==> src/rtl/dm_port_arbiter.sv <==
// Data-memory port arbiter: the CPU MEM stage has priority, and a DMA burst engine takes
// free cycles. A starvation counter forces one DMA beat (stalling the CPU) after STARVE_LIMIT waits.
module dm_port_arbiter #(
    parameter int unsigned STARVE_LIMIT = 4,
    parameter int unsigned MAX_LEN      = 16,
    parameter logic [1:0]  DMA_WR_CODE  = 2'b11,
    parameter logic [2:0]  DMA_RD_CODE  = 3'b011
) (
    input  logic        clk,
    input  logic        rst,
    input  logic [1:0]  cpu_memwrite,
    input  logic [2:0]  cpu_memread,
    input  logic [31:0] cpu_addr,
    input  logic [31:0] cpu_wdata,
    output logic [31:0] cpu_rdata,
    output logic        cpu_stall,
    input  logic        dma_start,
    input  logic        dma_we,
    input  logic [31:0] dma_addr,
    input  logic [4:0]  dma_len,
    input  logic [31:0] dma_wdata,
    output logic        dma_wack,
    output logic [31:0] dma_rdata,
    output logic        dma_rvalid,
    output logic        dma_busy,
    output logic        dma_done,
    output logic [1:0]  dm_memwrite,
    output logic [2:0]  dm_memread,
    output logic [31:0] dm_addr,
    output logic [31:0] dm_wdata,
    input  logic [31:0] dm_rdata
);

    localparam int unsigned WaitW = $clog2(STARVE_LIMIT + 1);
    localparam int unsigned LenW  = $clog2(MAX_LEN + 1);

    typedef enum logic [1:0] {StIdle, StBurst, StDone} state_e;

    state_e            state_q, state_d;
    logic [WaitW-1:0]  wait_q, wait_d;
    logic [LenW-1:0]   beat_q, beat_d;
    logic [LenW-1:0]   len_eff;
    logic [31:0]       addr_q, addr_d;
    logic              we_q, we_d;
    logic              rvalid_q;
    logic [31:0]       rdata_q;
    logic              cpu_act;
    logic              gnt;
    logic              last_beat;

    assign cpu_act   = (|cpu_memwrite) | (|cpu_memread);
    assign gnt       = (state_q == StBurst) && (!cpu_act || (32'(wait_q) >= STARVE_LIMIT));
    assign last_beat = gnt && (beat_q == LenW'(1));

    // Zero or oversize lengths run a full-size burst.
    always_comb begin
        len_eff = LenW'(dma_len);
        if (dma_len == 5'd0 || 32'(dma_len) > MAX_LEN) begin
            len_eff = LenW'(MAX_LEN);
        end
    end

    always_ff @(posedge clk or posedge rst) begin
        if (rst) begin
            state_q <= StIdle;
        end else begin
            state_q <= state_d;
        end
    end

    always_comb begin
        state_d = state_q;
        unique case (state_q)
            StIdle:  if (dma_start) state_d = StBurst;
            StBurst: if (last_beat) state_d = StDone;
            StDone:  state_d = StIdle;
            default: state_d = StIdle;
        endcase
    end

    always_comb begin
        dm_memwrite = cpu_memwrite;
        dm_memread  = cpu_memread;
        dm_addr     = cpu_addr;
        dm_wdata    = cpu_wdata;
        cpu_stall   = 1'b0;
        dma_wack    = 1'b0;
        if (gnt) begin
            dm_memwrite = we_q ? DMA_WR_CODE : 2'b00;
            dm_memread  = we_q ? 3'b000 : DMA_RD_CODE;
            dm_addr     = addr_q;
            dm_wdata    = dma_wdata;
            cpu_stall   = cpu_act;
            dma_wack    = we_q;
        end
        // No memory access of any kind while reset is held.
        if (rst) begin
            dm_memwrite = 2'b00;
            dm_memread  = 3'b000;
        end
    end

    assign cpu_rdata  = dm_rdata;
    assign dma_busy   = (state_q != StIdle);
    assign dma_done   = (state_q == StDone);
    assign dma_rvalid = rvalid_q;
    assign dma_rdata  = rdata_q;

    always_comb begin
        addr_d = addr_q;
        beat_d = beat_q;
        we_d   = we_q;
        wait_d = wait_q;
        if (state_q == StIdle && dma_start) begin
            addr_d = dma_addr;
            beat_d = len_eff;
            we_d   = dma_we;
        end else if (gnt) begin
            addr_d = addr_q + 32'd4;
            beat_d = beat_q - LenW'(1);
        end
        if (state_q != StBurst || gnt) begin
            wait_d = '0;
        end else if (32'(wait_q) < STARVE_LIMIT) begin
            wait_d = wait_q + WaitW'(1);
        end
    end

    always_ff @(posedge clk or posedge rst) begin
        if (rst) begin
            addr_q   <= '0;
            beat_q   <= '0;
            we_q     <= 1'b0;
            wait_q   <= '0;
            rvalid_q <= 1'b0;
            rdata_q  <= '0;
        end else begin
            addr_q   <= addr_d;
            beat_q   <= beat_d;
            we_q     <= we_d;
            wait_q   <= wait_d;
            rvalid_q <= gnt && !we_q;
            if (gnt && !we_q) begin
                rdata_q <= dm_rdata;
            end
        end
    end

endmodule

==> config.mk <==
export PLATFORM = sky130hd
export DESIGN_NAME = dm_port_arbiter
export DESIGN_NICKNAME = d
export VERILOG_FILES = /design/src/rtl/dm_port_arbiter.sv
export SDC_FILE = /design/constraint.sdc
export NUM_CORES = 1
export LEC_CHECK = 0
export ABC_AREA = 1
export CORE_UTILIZATION = 35
export CTS_CLUSTER_SIZE = 40
export DETAILED_ROUTE_END_ITERATION = 8
export DONT_BUFFER_PORTS = 1
export PLACE_DENSITY_LB_ADDON = 0.05
export REMOVE_ABC_BUFFERS = 1
export SKIP_LAST_GASP = 1
export SLEW_MARGIN = 0
export SYNTH_ARGS = -nofsm -noshare
export SYNTH_HDL_FRONTEND = slang
export SYNTH_SLANG_ARGS = --single-unit
==> constraint.sdc <==
create_clock -name clk -period 3.4 [get_ports clk]
set_input_delay 0.34 -clock clk [delete_from_list [all_inputs] [get_ports clk]]
set_output_delay 0.34 -clock clk [all_outputs]
set_load 0.05 [all_outputs]
## Word-level counts from Yosys, hierarchy flattened

Cells that the tools add are included.

| storage, ports and cells | value |
|---|---|
| logic and storage cells | 57 |
| input bits | 174 |
| output and inout port bits | 138 |
| register bits | 76 |

| cells by class | value |
|---|---|
| mux-type cells | 20 |
| eq/ne operators | 6 |
| bitwise gates (word level) | 1 |
| reductions and logical operators | 17 |
| add/sub/neg operators | 3 |
| magnitude comparators | 3 |

Operator list:

| cell | number |
|---|---|
| 2-to-1 mux 32 bit | 4 |
| adder 32 x 3 -> 32 bit, second input constant | 1 |
| 2-to-1 mux 5 bit | 3 |
| 2-to-1 mux 2 bit | 6 |
| 2-to-1 mux 3 bit | 4 |
| nonzero test 2 bit | 3 |
| equality test 5 x 1 -> 1 bit, second input constant | 1 |
| greater-than comparator 5 bit, second input constant | 1 |
| logical NOT 5 bit | 1 |
| subtractor 5 x 1 -> 5 bit, second input constant | 1 |
| logical AND 1 bit | 4 |
| != test 2 bit, second input constant | 2 |
| case mux 2 bit (2 select lines) | 1 |
| adder 3 x 1 -> 3 bit, second input constant | 1 |
| greater-or-equal comparator 3 bit, second input constant | 1 |
| logical OR 1 bit | 3 |
| less-than comparator 3 bit, second input constant | 1 |
| OR reduction 3 bit | 1 |
| equality test 2 x 1 -> 1 bit, second input constant | 1 |
| equality test 2 bit, second input constant | 1 |
| logical NOT 1 bit | 2 |
| logical NOT 2 bit | 1 |
| 2-to-1 mux 1 bit | 2 |
| != test 2 x 1 -> 1 bit, second input constant | 1 |
| other kinds (3) | 3 |

## Logic depth before layout (Yosys ltp)

Gate-level depths: netlist (run 1).

| depth | value |
|---|---|
| depth in word-level cells | 8 |
| gate-level depth with buffers | 10 |
| mapped depth without buffers | 10 |

## Worst setup path before layout (run 1)

OpenSTA, ideal clock, no wires.

| path | value |
|---|---|
| path kind | in2out |
| start point | in rst |
| end point | out dm_memread[0] |
| path buffers | 0 |
| cell stages on the path | 3 |
| setup slack | 93 ps |
| required time | 3060 ps |
| arrival time | 2967 ps |
| cells stage by stage | inv_1 o21ai_0 nor2_1 |

| between the ends | value |
|---|---|
| word-level cells in the longest chain between the ends | 1 |

RTL lines:

| what | line | source |
|---|---|---|
| start: declaration | 10 | `input logic rst,` |
| 2-to-1 mux 3 bit | 97 | `if (rst) begin` |
| end: declaration | 28 | `output logic [2:0] dm_memread,` |

Every way passes these cells.

## Worst setup path after layout (run 1)

| path | value |
|---|---|
| start point | reg state_q[0] |
| end point | out dm_memwrite[1] |

| between the ends | value |
|---|---|
| word-level cells in the longest chain between the ends | 4 |

RTL lines:

| what | line | source |
|---|---|---|
| start: declaration | 39 | `state_e state_q, state_d;` |
| start signal: assignment | 65 | `state_q <= StIdle;` |
| start signal: assignment | 67 | `state_q <= state_d;` |
| equality test 2 x 1 -> 1 bit | 52 | `assign gnt = (state_q == StBurst) && (!cpu_act \|\| (32'(wait_q) >= STARVE_LIMIT));` |
| logical AND 1 bit | 52 |  |
| 2-to-1 mux 2 bit | 88 | `if (gnt) begin` |
| 2-to-1 mux 2 bit | 97 |  |
| end: declaration | 27 | `output logic [1:0] dm_memwrite,` |

Every way passes these cells.

==> run metrics, run 1 <==
port bufs 0; multi-input logic area 2610 um2; vias in the first global route roughly 4400; via count 4799; WS Path Type flop to output port; clock slew at reported path FFs 60 ps; Flop pwr share 36.5%; global route overflow 0; Setup crit end kind output port; synth top area cells dfrtp_1 37%, nand2_1 28%, buf_4 5.4%; largest area contributor in the netlist dfrtp_1; core area around 14000 um2; combinational power share 47.0%; data arrival time of the worst path 2210 ps; hold slack final approximately 110 ps; Pwr Density 1110 nW/um2; hold endpoint addr_q[0]; Synth cell types 29; gr usage total between 15 and 20%; Fin. Hold Viols 0; Hold Path Class input pin to flop; fin nets 965; die area 15300 um2; Worst Hold Depth 2; Die X-Extent approximately 120 um; setup_tns 0 ps; RSZ-0062 raised after global routing false; ys async rst share between 90% and 100%; Leak between 2 and 3 nW; total CTS buffers 9; Synth Register Bits 76; DPL Wire Length 11300 um; top post-synthesis cells by count 393 x nand2_1, 76 x dfrtp_1, 71 x nor2_1; CTS resizes 0; fillers 1572; CP Max Fanout between 50 and 60; reg-to-reg startpoint state_q[0]; EDFF count, synth 0; min Tclk post-route 2550 ps; Iteration-0 DRC Markers 233; Slew headroom a little under 40%; Switch Pwr 3.62 mW; Antenna Nets Post-Route 0; Boundary Pins ~310; # setup viols final 0; Syn Area/Cell approximately 6.4 um2; Sw Ratio between 50 and 60%; layout cells sized above 1 approximately a tenth; CTS Sinks 76; CP Launch Type flop; htree depth 3; drt wl/cell between 15 and 20 um; post-synthesis sequential area ratio a little under two fifths; Max-Cap Viols 0; post-synthesis cell count approximately 810; outcome completed; drt drc 0; YS warnings 0; Cell Rows 44; Worst-Skew Late Latency between 300 and 400 ps; effective utilization at floorplan 35.8%; HP Start dma_addr[0]; period utilization around 75%; Cell Int Power around 2.5 mW; largest net degree at the start of global routing between 70 and 80; Final Max Slew Viols 0; Yosys top cell area share about 37%; Reg area between 1500 and 2000 um2; clock share of power 16.5%; Mapped Area 5180 um2; Die Height 124 um; CP Data Required Time 3060 ps; GP Congestion about 0.8; Primary FF master, synth dfrtp_1; CTS tree done; Longest Clk Path Bufs 2; reg2reg setup slack about 1100 ps; routed wire length roughly 15000 um; router iterations before antenna repair 5; clk_skew between 9 and 10 ps; first-pass GRT wire length roughly 23000 um; Max Freq ~390 MHz; area grow syn2layout 6.79%; most common cell in the netlist nand2_1; Reg2Reg Capture Point addr_q[17]; initial antenna violation count 1; Least-Margin Pin Slew approximately 900 ps; FF-to-FF path depth 9; VDD IR-drop max a little over 0.0006 V; Root Buffer clkbuf_16; Via density between 4 and 5
==> worst max path at each step <==
stage	slack [ps]	cells past startpoint	start	end
after floorplan	90	3	rst	dm_memread[0]
after global placement	1130	10	cpu_memread[2]	addr_q[20]
after detailed placement	1000	10	cpu_memread[2]	addr_q[17]
after CTS	790	8	state_q[0]	dm_memwrite[0]
after global routing	660	8	state_q[0]	dm_memwrite[1]
final	850	8	state_q[0]	dm_memwrite[1]
==> logic make-up (layout without fill, tap and decap cells) <==
kind of cell               after synthesis  count (layout)  synth area share (%)
other                                    0               1                     0
adders and majority gates                5               5                  1.21
buffers and inverters                  123             107                  12.9
DFF                                     76              76                  36.7
xor gates and xnor gates                 3               3                 0.507
AOI/OAI and AO/OA                       65              65                  7.03
and+or+nand+nor                        535             535                  41.6
==> repair_timing <==
action | in CTS | in global routing
hold buffers | 1 | 0
buffers inserted | 0 | 0
endpoints found under the hold margin | 33 | 0
endpoints found under the setup margin | 0 | 0
==> state kept, by name, indices dropped and copies added, names as in the netlist <==
| signal | count |
|---|---|
| state_q | 2 |
| wait_q | 3 |
| we_q | 1 |
| dma_rvalid | 1 |
| addr_q | 32 |
| dma_rdata | 32 |
| beat_q | 5 |
==> cell type report <==
cell class / instances / share of cell area, %
clock inverter: 6 / 1.29
sequential: 76 / 34.4
tap: 184 / 4.16
timing repair buffer: 33 / 4.52
multi-input combinational: 608 / 47.2
antenna: 1 / 0.0452
inverter: 58 / 4.05
clock buffer: 10 / 4.32
==> worst max-delay path, stage by stage, from the launching register on <==
cell	delay (ps)
dfrtp_1	340
inv_1	60
nor2_1	250
nand2_4	120
buf_4	310
nor2_4	130
buf_4	350
nor2_1	90
buf_4	200
==> power groups by stage <==
stage | Combinational [mW] | Clock, mW | Sequential [mW]
after floorplan | 2.38 | 0 | 2.14
after global placement | 2.85 | 0 | 2.25
after detailed placement | 2.91 | 0 | 2.25
after CTS | 2.91 | 1.04 | 2.24
after global routing | 3.18 | 1.07 | 2.30
final | 2.88 | 1.01 | 2.23
==> per-layer routing <==
| layer | part of all wire [%] | track usage (%) |
|---|---|---|
| met5 | 0 | 0 |
| met4 | 1.7 | 7.38 |
| met3 | 7.8 | 5.59 |
| met2 | 48 | 32.8 |
| met1 | 42 | 24.3 |
==> through the flow <==
step | setup WS (ps) | instances | utilization (%) | instance area (um2) | power [mW]
final | 847 | 976 | 38.2 | 5530 | 6.13
after global routing | 658 | 975 | 38.2 | 5530 | 6.55
after CTS | 791 | 975 | 38.2 | 5530 | 6.20
after global placement | 1130 | 958 | 36.0 | 5210 | 5.10
after detailed placement | 1000 | 958 | 36.0 | 5210 | 5.16
after floorplan | 92.9 | 742 | - | 4730 | 4.52
==> placed cells by master (no fill, tap or decap), drive strengths merged <==
cell type	count
a21oi	10
ha	5
or4	1
nor2	83
diode	1
o22ai	7
bufinv	1
nor3	3
clkbuf	10
xor2	2
clkinv	3
a31oi	2
inv	58
nand3	51
o21ai	44
xnor2	1
dfrtp	76
clkinvlp	2
buf	32
o211ai	2
or2	1
dlygate4sd3	1
nand2	396
(Power assumes the default switching activity.)
==> run 2: changes to the inputs <==
- ABC_AREA: 1 -> 0
- CORE_AREA: not set -> 2 2 123 125
- CORE_UTILIZATION: 35 -> not set
- DIE_AREA: not set -> 0 0 125 127
- clock period: 3.4 -> 2.37 ns (I/O delays scaled with it)
==> run 2 against run 1 <==
Clock-buffer cell count unchanged. Critical path depth shrank 2. Critical endpoint unchanged. Die area increased by 3.8%. Sequential power rose by 57%. Global-route usage down 0.74 points. Area after synthesis is 9.6% lower. Clock skew down 4.0 ps. Non-clock buffer count grew 57. Cell count down 18%. Design area up 16%. Combinational power is 110% higher.
==> run metrics, run 2 <==
Die Height 127 um (+2.7%); drt drc 0 (unchanged); Boundary Pins 312 (unchanged); CTS tree done; Slew headroom 32.2% (-6.3 points); Syn Area/Cell 8.09 um2 (+26%); largest area contributor in the netlist dfrtp_1; setup_tns 0 ps (unchanged); EDFF count, synth 0 (unchanged); Yosys top cell area share 40.6% (+3.9 points); via count 4157 (-13%); Die X-Extent 125 um (+1.1%); core area 14400 um2 (-0.38%); Leak 2.94 nW (+3.2%); initial antenna violation count 0 (-1); Mapped Area 4680 um2 (-9.6%); die area 15900 um2 (+3.8%); routed wire length 15700 um (+4.0%); Worst-Skew Late Latency 330 ps (about the same); most common cell after layout, fill and taps aside nand2_1; clock slew at reported path FFs 60 ps (about the same); layout cells sized above 1 24.6% (+15 points); CP Launch Type flop; clock share of power 13.3% (-3.2 points); Root Buffer clkbuf_16; fillers 1389 (-12%); VDD IR-drop max 0.000692 V (+11%); vias in the first global route 4371 (-0.18%); synth top area cells dfrtp_1 41%, nand2_1 18%, mux2_2 7.7%; Pwr Density 1730 nW/um2 (+56%); Synth cell types 52 (+79%); largest net degree at the start of global routing 77 (+5.5%); RSZ-0062 raised after global routing true; Antenna Nets Post-Route 0 (unchanged); design area 6430 um2 (+16%); Iteration-0 DRC Markers 233 (unchanged); post-placement setup slack 216 ps (-788 ps); global route overflow 0 (unchanged); router iterations before antenna repair 4 (-1); Fin. Hold Viols 0 (unchanged); data arrival time of the worst path 2060 ps (-150 ps); CP Data Required Time 2130 ps (-930 ps); final core occ 44.6% (+6.4 points); total CTS buffers 9 (unchanged); post-synthesis sequential area ratio 40.6% (+3.9 points); first-pass GRT wire length 23900 um (+4.7%); antenna fix cells 0 (-1); Cells after DPL 782 (-18%); Non-Filler Instances 805 (-18%); CP Max Fanout 16 (-71%); placed instance area 6020 um2 (+16%); worst setup margin 76.5 ps (-770 ps); Cell Int Power 5.54 mW (+120%); period utilization 96.8%; most common cell in the netlist nand2_1; Setup crit end kind output port; WS Path Type flop to output port; effective utilization at floorplan 32.5% (-3.3 points); Final Max Slew Viols 0 (unchanged); GP Congestion 0.766 (-5.2%); Max-Cap Viols 0 (unchanged); Least-Margin Pin Slew 1020 ps (+98.4 ps); post-synthesis cell count 579 (-28%); Primary FF master, synth dfrtp_1; outcome completed; htree depth 3 (unchanged); fin nets 795 (-18%); top post-synthesis cells by count 230 x nand2_1, 76 x dfrtp_1, 34 x buf_4; Flop pwr share 31.6% (-4.9 points); Max Freq 436 MHz; Synth Register Bits 76 (unchanged); DPL Wire Length 11900 um (+5.0%); CTS Sinks 76 (unchanged); min Tclk post-route 2290 ps; YS warnings 0 (unchanged); port bufs 0 (unchanged); ys async rst share 100% (unchanged); # setup viols final 0 (unchanged); Hold Path Class input pin to flop; Switch Pwr 5.59 mW (+54%); gr usage total 19.0% (-0.74 points); area grow syn2layout 37.4%; combinational power share 55.1% (+8.1 points); clk_skew 5.25 ps (-4.02 ps); Cell Rows 44 (unchanged); Sw Ratio 50.2% (-8.9 points); commonest non-fill, non-tap cells in the layout 230 x nand2_1, 75 x dfrtp_1, 70 x buf_12; Longest Clk Path Bufs 2 (unchanged); Via density 5.16 (+5.0%); drt wl/cell 19.6 um (+26%)
==> run 2: changes by cell type in the layout (fill, tap and decap cells not counted), sizes merged, moves of 7 or more <==
cell / change
nand2: -165
buf: +54
nor2: -54
inv: -52
nand3: -36
mux2: +32
o21ai: -31
nand4: +9
and3: +8
nor3: +8
a211oi: +7
o22ai: -7
==> run 2: cells by family (layout without fill, tap and decap cells) <==
family / count (synthesis) / in the layout / share of synthesized area, %
and+or+nand+nor: 324 / 324 / 30.1
muxes: 33 / 33 / 7.91
DFF: 76 / 76 / 40.6
adders and majority gates: 5 / 5 / 1.34
buffers and inverters: 71 / 113 / 9.14
xor gates and xnor gates: 9 / 9 / 1.68
AOI/OAI and AO/OA: 61 / 61 / 9.19
==> run 2: metrics by stage <==
stage                     total power [mW]  hold WS, ps
after floorplan                       6.82          342
after global placement                9.57          347
after detailed placement              9.63          348
after CTS                             11.2         1.04
after global routing                  11.7         25.1
final                                 11.1         17.6
==> run 2: path summary, 6_finish.rpt <==
| check | from | end | slack [ps] | cells after the start |
|---|---|---|---|---|
| worst max-delay path | state_q[1] | dm_memwrite[1] | 80 | 6 |
| worst min-delay path | dma_addr[21] | addr_q[21] | 20 | 2 |
| worst max register to register | addr_q[3] | addr_q[18] | 380 | 7 |
| worst min register to register | wait_q[0] | wait_q[0] | 430 | 1 |
| max in group asynchronous | rst | state_q[1] | 1570 | 2 |
| min in group asynchronous | rst | dma_rdata[3] | 110 | 2 |
==> run 2: timing repair <==
| item | CTS | global route |
|---|---|---|
| pin swaps | 1 | 2 |
| hold buffers | 3 | 0 |
| resized for setup | 1 | 4 |
| buffers inserted | 2 | 1 |
| cloned | 0 | 1 |
| endpoints found under the setup margin | 57 | 49 |
| endpoints found under the hold margin | 3 | 0 |
==> run 2: worst max-delay path, cell delays in order, from the launching register on <==
cell and delay (ps):
dfrtp_2 440, nor4b_4 330, a21o_4 260, buf_12 160
nand2_1 110, a21oi_1 190, buf_4 230
==> run 2: layout make-up <==
class                           count  area (um2)  area share (%)
Multi-Input combinational cell    432        2380            37.0
Tap cell                          184         230            3.58
Sequential cell                    76        1900            29.6
Inverter                            7        27.5           0.428
Timing Repair Buffer               90        1580            24.5
Clock inverter                      6        88.8            1.38
Clock buffer                       10         229            3.56
==> run 2: routing by layer <==
layer / routed length, um / vias up / track usage (%)
met3: 937 / 31 / 4.06
met4: 442 / 0 / 8.24
met5: 0 / - / 0
li1: - / 1989 / -
met2: 7970 / 195 / 32.7
met1: 6390 / 1942 / 23.1
==> run 2: power groups by stage <==
stage                     Sequential [mW]  Clock [mW]  Combinational [mW]
after floorplan                      3.34           0                3.48
after global placement               3.54           0                6.04
after detailed placement             3.54           0                6.09
after CTS                            3.52        1.54                6.13
after global routing                 3.60        1.58                6.53
final                                3.51        1.48                6.13
==> run 3: changes to the inputs <==
- CTS_BUF_LIST: not set -> sky130_fd_sc_hd__clkbuf_4
==> run 3 against run 2 <==
Critical path depth unchanged. Critical endpoint unchanged. Clock skew increased by 13 ps. Critical path type unchanged. Setup slack got worse by 37 ps. Sequential cell count unchanged. Highest routed layer unchanged. Wire length increased by 8.2%. Fmax decreased by 1.6%.
==> run metrics, run 3 (synthesis gave the netlist of run 2 again) <==
Root Buffer clkbuf_4; CTS tree done; period utilization 98.4% (+1.6 points); WS Path Type flop to output port; data arrival time of the worst path 2090 ps (+30 ps); combinational power share 60.3% (+5.2 points); Pwr Density 1530 nW/um2 (-12%); clock slew at reported path FFs 140 ps (+80 ps); CP Launch Type flop; fin nets 882 (+11%); Final Max Slew Viols 0 (unchanged); router iterations before antenna repair 4 (unchanged); Die X-Extent 125 um (unchanged); CTS Sinks 76 (unchanged); min Tclk post-route 2330 ps (+37.5 ps); post-placement setup slack 216 ps (unchanged); Longest Clk Path Bufs 2 (unchanged); routed wire length 17000 um (+8.2%); commonest non-fill, non-tap cells in the layout 188 x nand2_1, 75 x dfrtp_1, 71 x dlygate4sd3_1, 71 x buf_12, 39 x nand2_2; clk_skew 18.0 ps (+12.8 ps); total power 11.2 mW (+1.1%); largest net degree at the start of global routing 77 (unchanged); Max Freq 429 MHz (-1.6%); Boundary Pins 312 (unchanged); Switch Pwr 5.78 mW (+3.4%); Setup crit end kind output port; Worst-Skew Late Latency 440 ps (+110 ps); drt wl/cell 19.1 um (-2.3%); first-pass GRT wire length 25500 um (+6.7%); outcome completed; die area 15900 um2 (unchanged); Cell Rows 44 (unchanged); Cell Int Power 5.47 mW (-1.2%); htree depth 3 (unchanged); Max-Cap Viols 0 (unchanged); vias in the first global route 4670 (+6.8%); Fin. Hold Viols 0 (unchanged); Top Metal Used met4; Slew headroom 30.8% (-1.4 points); Iteration-0 DRC Markers 191 (-18%); clock share of power 8.3% (-5.0 points); CP Max Fanout 7 (-9); global route overflow 0 (unchanged); via count 4545 (+9.3%); area grow syn2layout 57.4%; Flop pwr share 31.4% (-0.2 points); most common cell after layout, fill and taps aside nand2_1; RSZ-0062 raised after global routing true; drt drc 0 (unchanged); DPL Wire Length 11900 um (unchanged); Die Height 127 um (unchanged); antenna fix cells 0 (unchanged); total CTS buffers 9 (unchanged); CP Data Required Time 2130 ps (about the same); # setup viols final 0 (unchanged); GP Congestion 0.766 (unchanged); Sw Ratio 51.4% (+1.1 points); gr usage total 20.1% (+1.1 points); effective utilization at floorplan 32.5% (unchanged); core area 14400 um2 (unchanged); worst setup margin 39.1 ps (-37.5 ps); VDD IR-drop max 0.000703 V (+1.6%); initial antenna violation count 0 (unchanged); layout cells sized above 1 30.9% (+6.3 points); Least-Margin Pin Slew 1040 ps (+21.0 ps); Antenna Nets Post-Route 0 (unchanged); wl on met1 6930 um (+8.5%); Hold Path Class input pin to flop; Via density 5.10 (-1.3%); Leak 3.31 nW (+13%); routed wl met3 906 um (-3.3%); port bufs 0 (unchanged); Met2 Routed Length 8750 um (+9.7%)
-- run 3: changes by cell type in the layout (fill, tap and decap cells not counted), moves of 2 or more --
cell           delta
dlygate4sd3_1    +68
nand2_1          -42
nand2_2          +38
clkbuf_4         +10
buf_4             +8
clkbuf_16         -7
buf_6             +6
nand2_4           +4
a21oi_1           -3
a21oi_2           +2
o21a_2            -2
o21a_4            +2
-- run 3: path summary, 6_finish.rpt --
kind,from,to,slack (ps),cells after the start
worst max-delay path,state_q[1],dm_memwrite[1],40,6
worst min-delay path,dma_len[2],beat_q[4],150,3
worst max register to register,state_q[1],addr_q[7],150,10
worst min register to register,wait_q[0],wait_q[0],440,1
max in group asynchronous,rst,dma_rdata[28],1110,3
min in group asynchronous,rst,dma_rdata[3],550,3
-- run 3: layer usage --
metal  GRT usage, %  vias up
li1               -     2161
met1           24.9     2149
met2           35.2      207
met3           3.43       28
met4           7.71        0
met5              0        -
-- run 3: critical path, stage by stage, from the launching register on --
cell     delay [ps]
dfrtp_2         460
nor4b_4         310
a21o_4          290
buf_12          160
nand2_4          70
a21oi_2         160
buf_6           180
-- run 3: layout make-up --
class	count	area (um2)
multi-input combinational	432	2550
clock buffer	10	75.1
clock inverter	6	88.8
fill	1317	7060
tap	184	230
sequential	76	1900
inverter	7	27.5
timing repair buffer	177	2500
-- run 3: power groups by stage --
stage	sequential [mW]	combinational, mW	clock (mW)
3_5_place_dp	3.54	6.09	0
6_report	3.53	6.78	0.937
2_1_floorplan	3.34	3.48	0
4_1_cts	3.52	6.36	0.981
3_3_place_gp	3.54	6.04	0
5_1_grt	3.62	7.19	1.03
-- run 3: through the flow --
step | hold slack [ps] | util, % | instance area, um2 | instances | setup TNS, ps
floorplan | 342 | - | 4280 | 515 | -72150
global placement | 347 | 41.8 | 6020 | 782 | 0
detailed placement | 348 | 41.8 | 6020 | 782 | 0
CTS | 113 | 48.6 | 7010 | 878 | -1050
global route | 146 | 51.1 | 7370 | 892 | -1960
finish | 146 | 51.1 | 7370 | 892 | 0
-- run 3: what timing repair did --
action	CTS	global route
pin swaps	3	7
endpoints found under the setup margin	70	68
hold endpoints to repair	91	0
cloned	1	4
buffers inserted	8	10
resized for setup	5	62
hold buffers	71	0
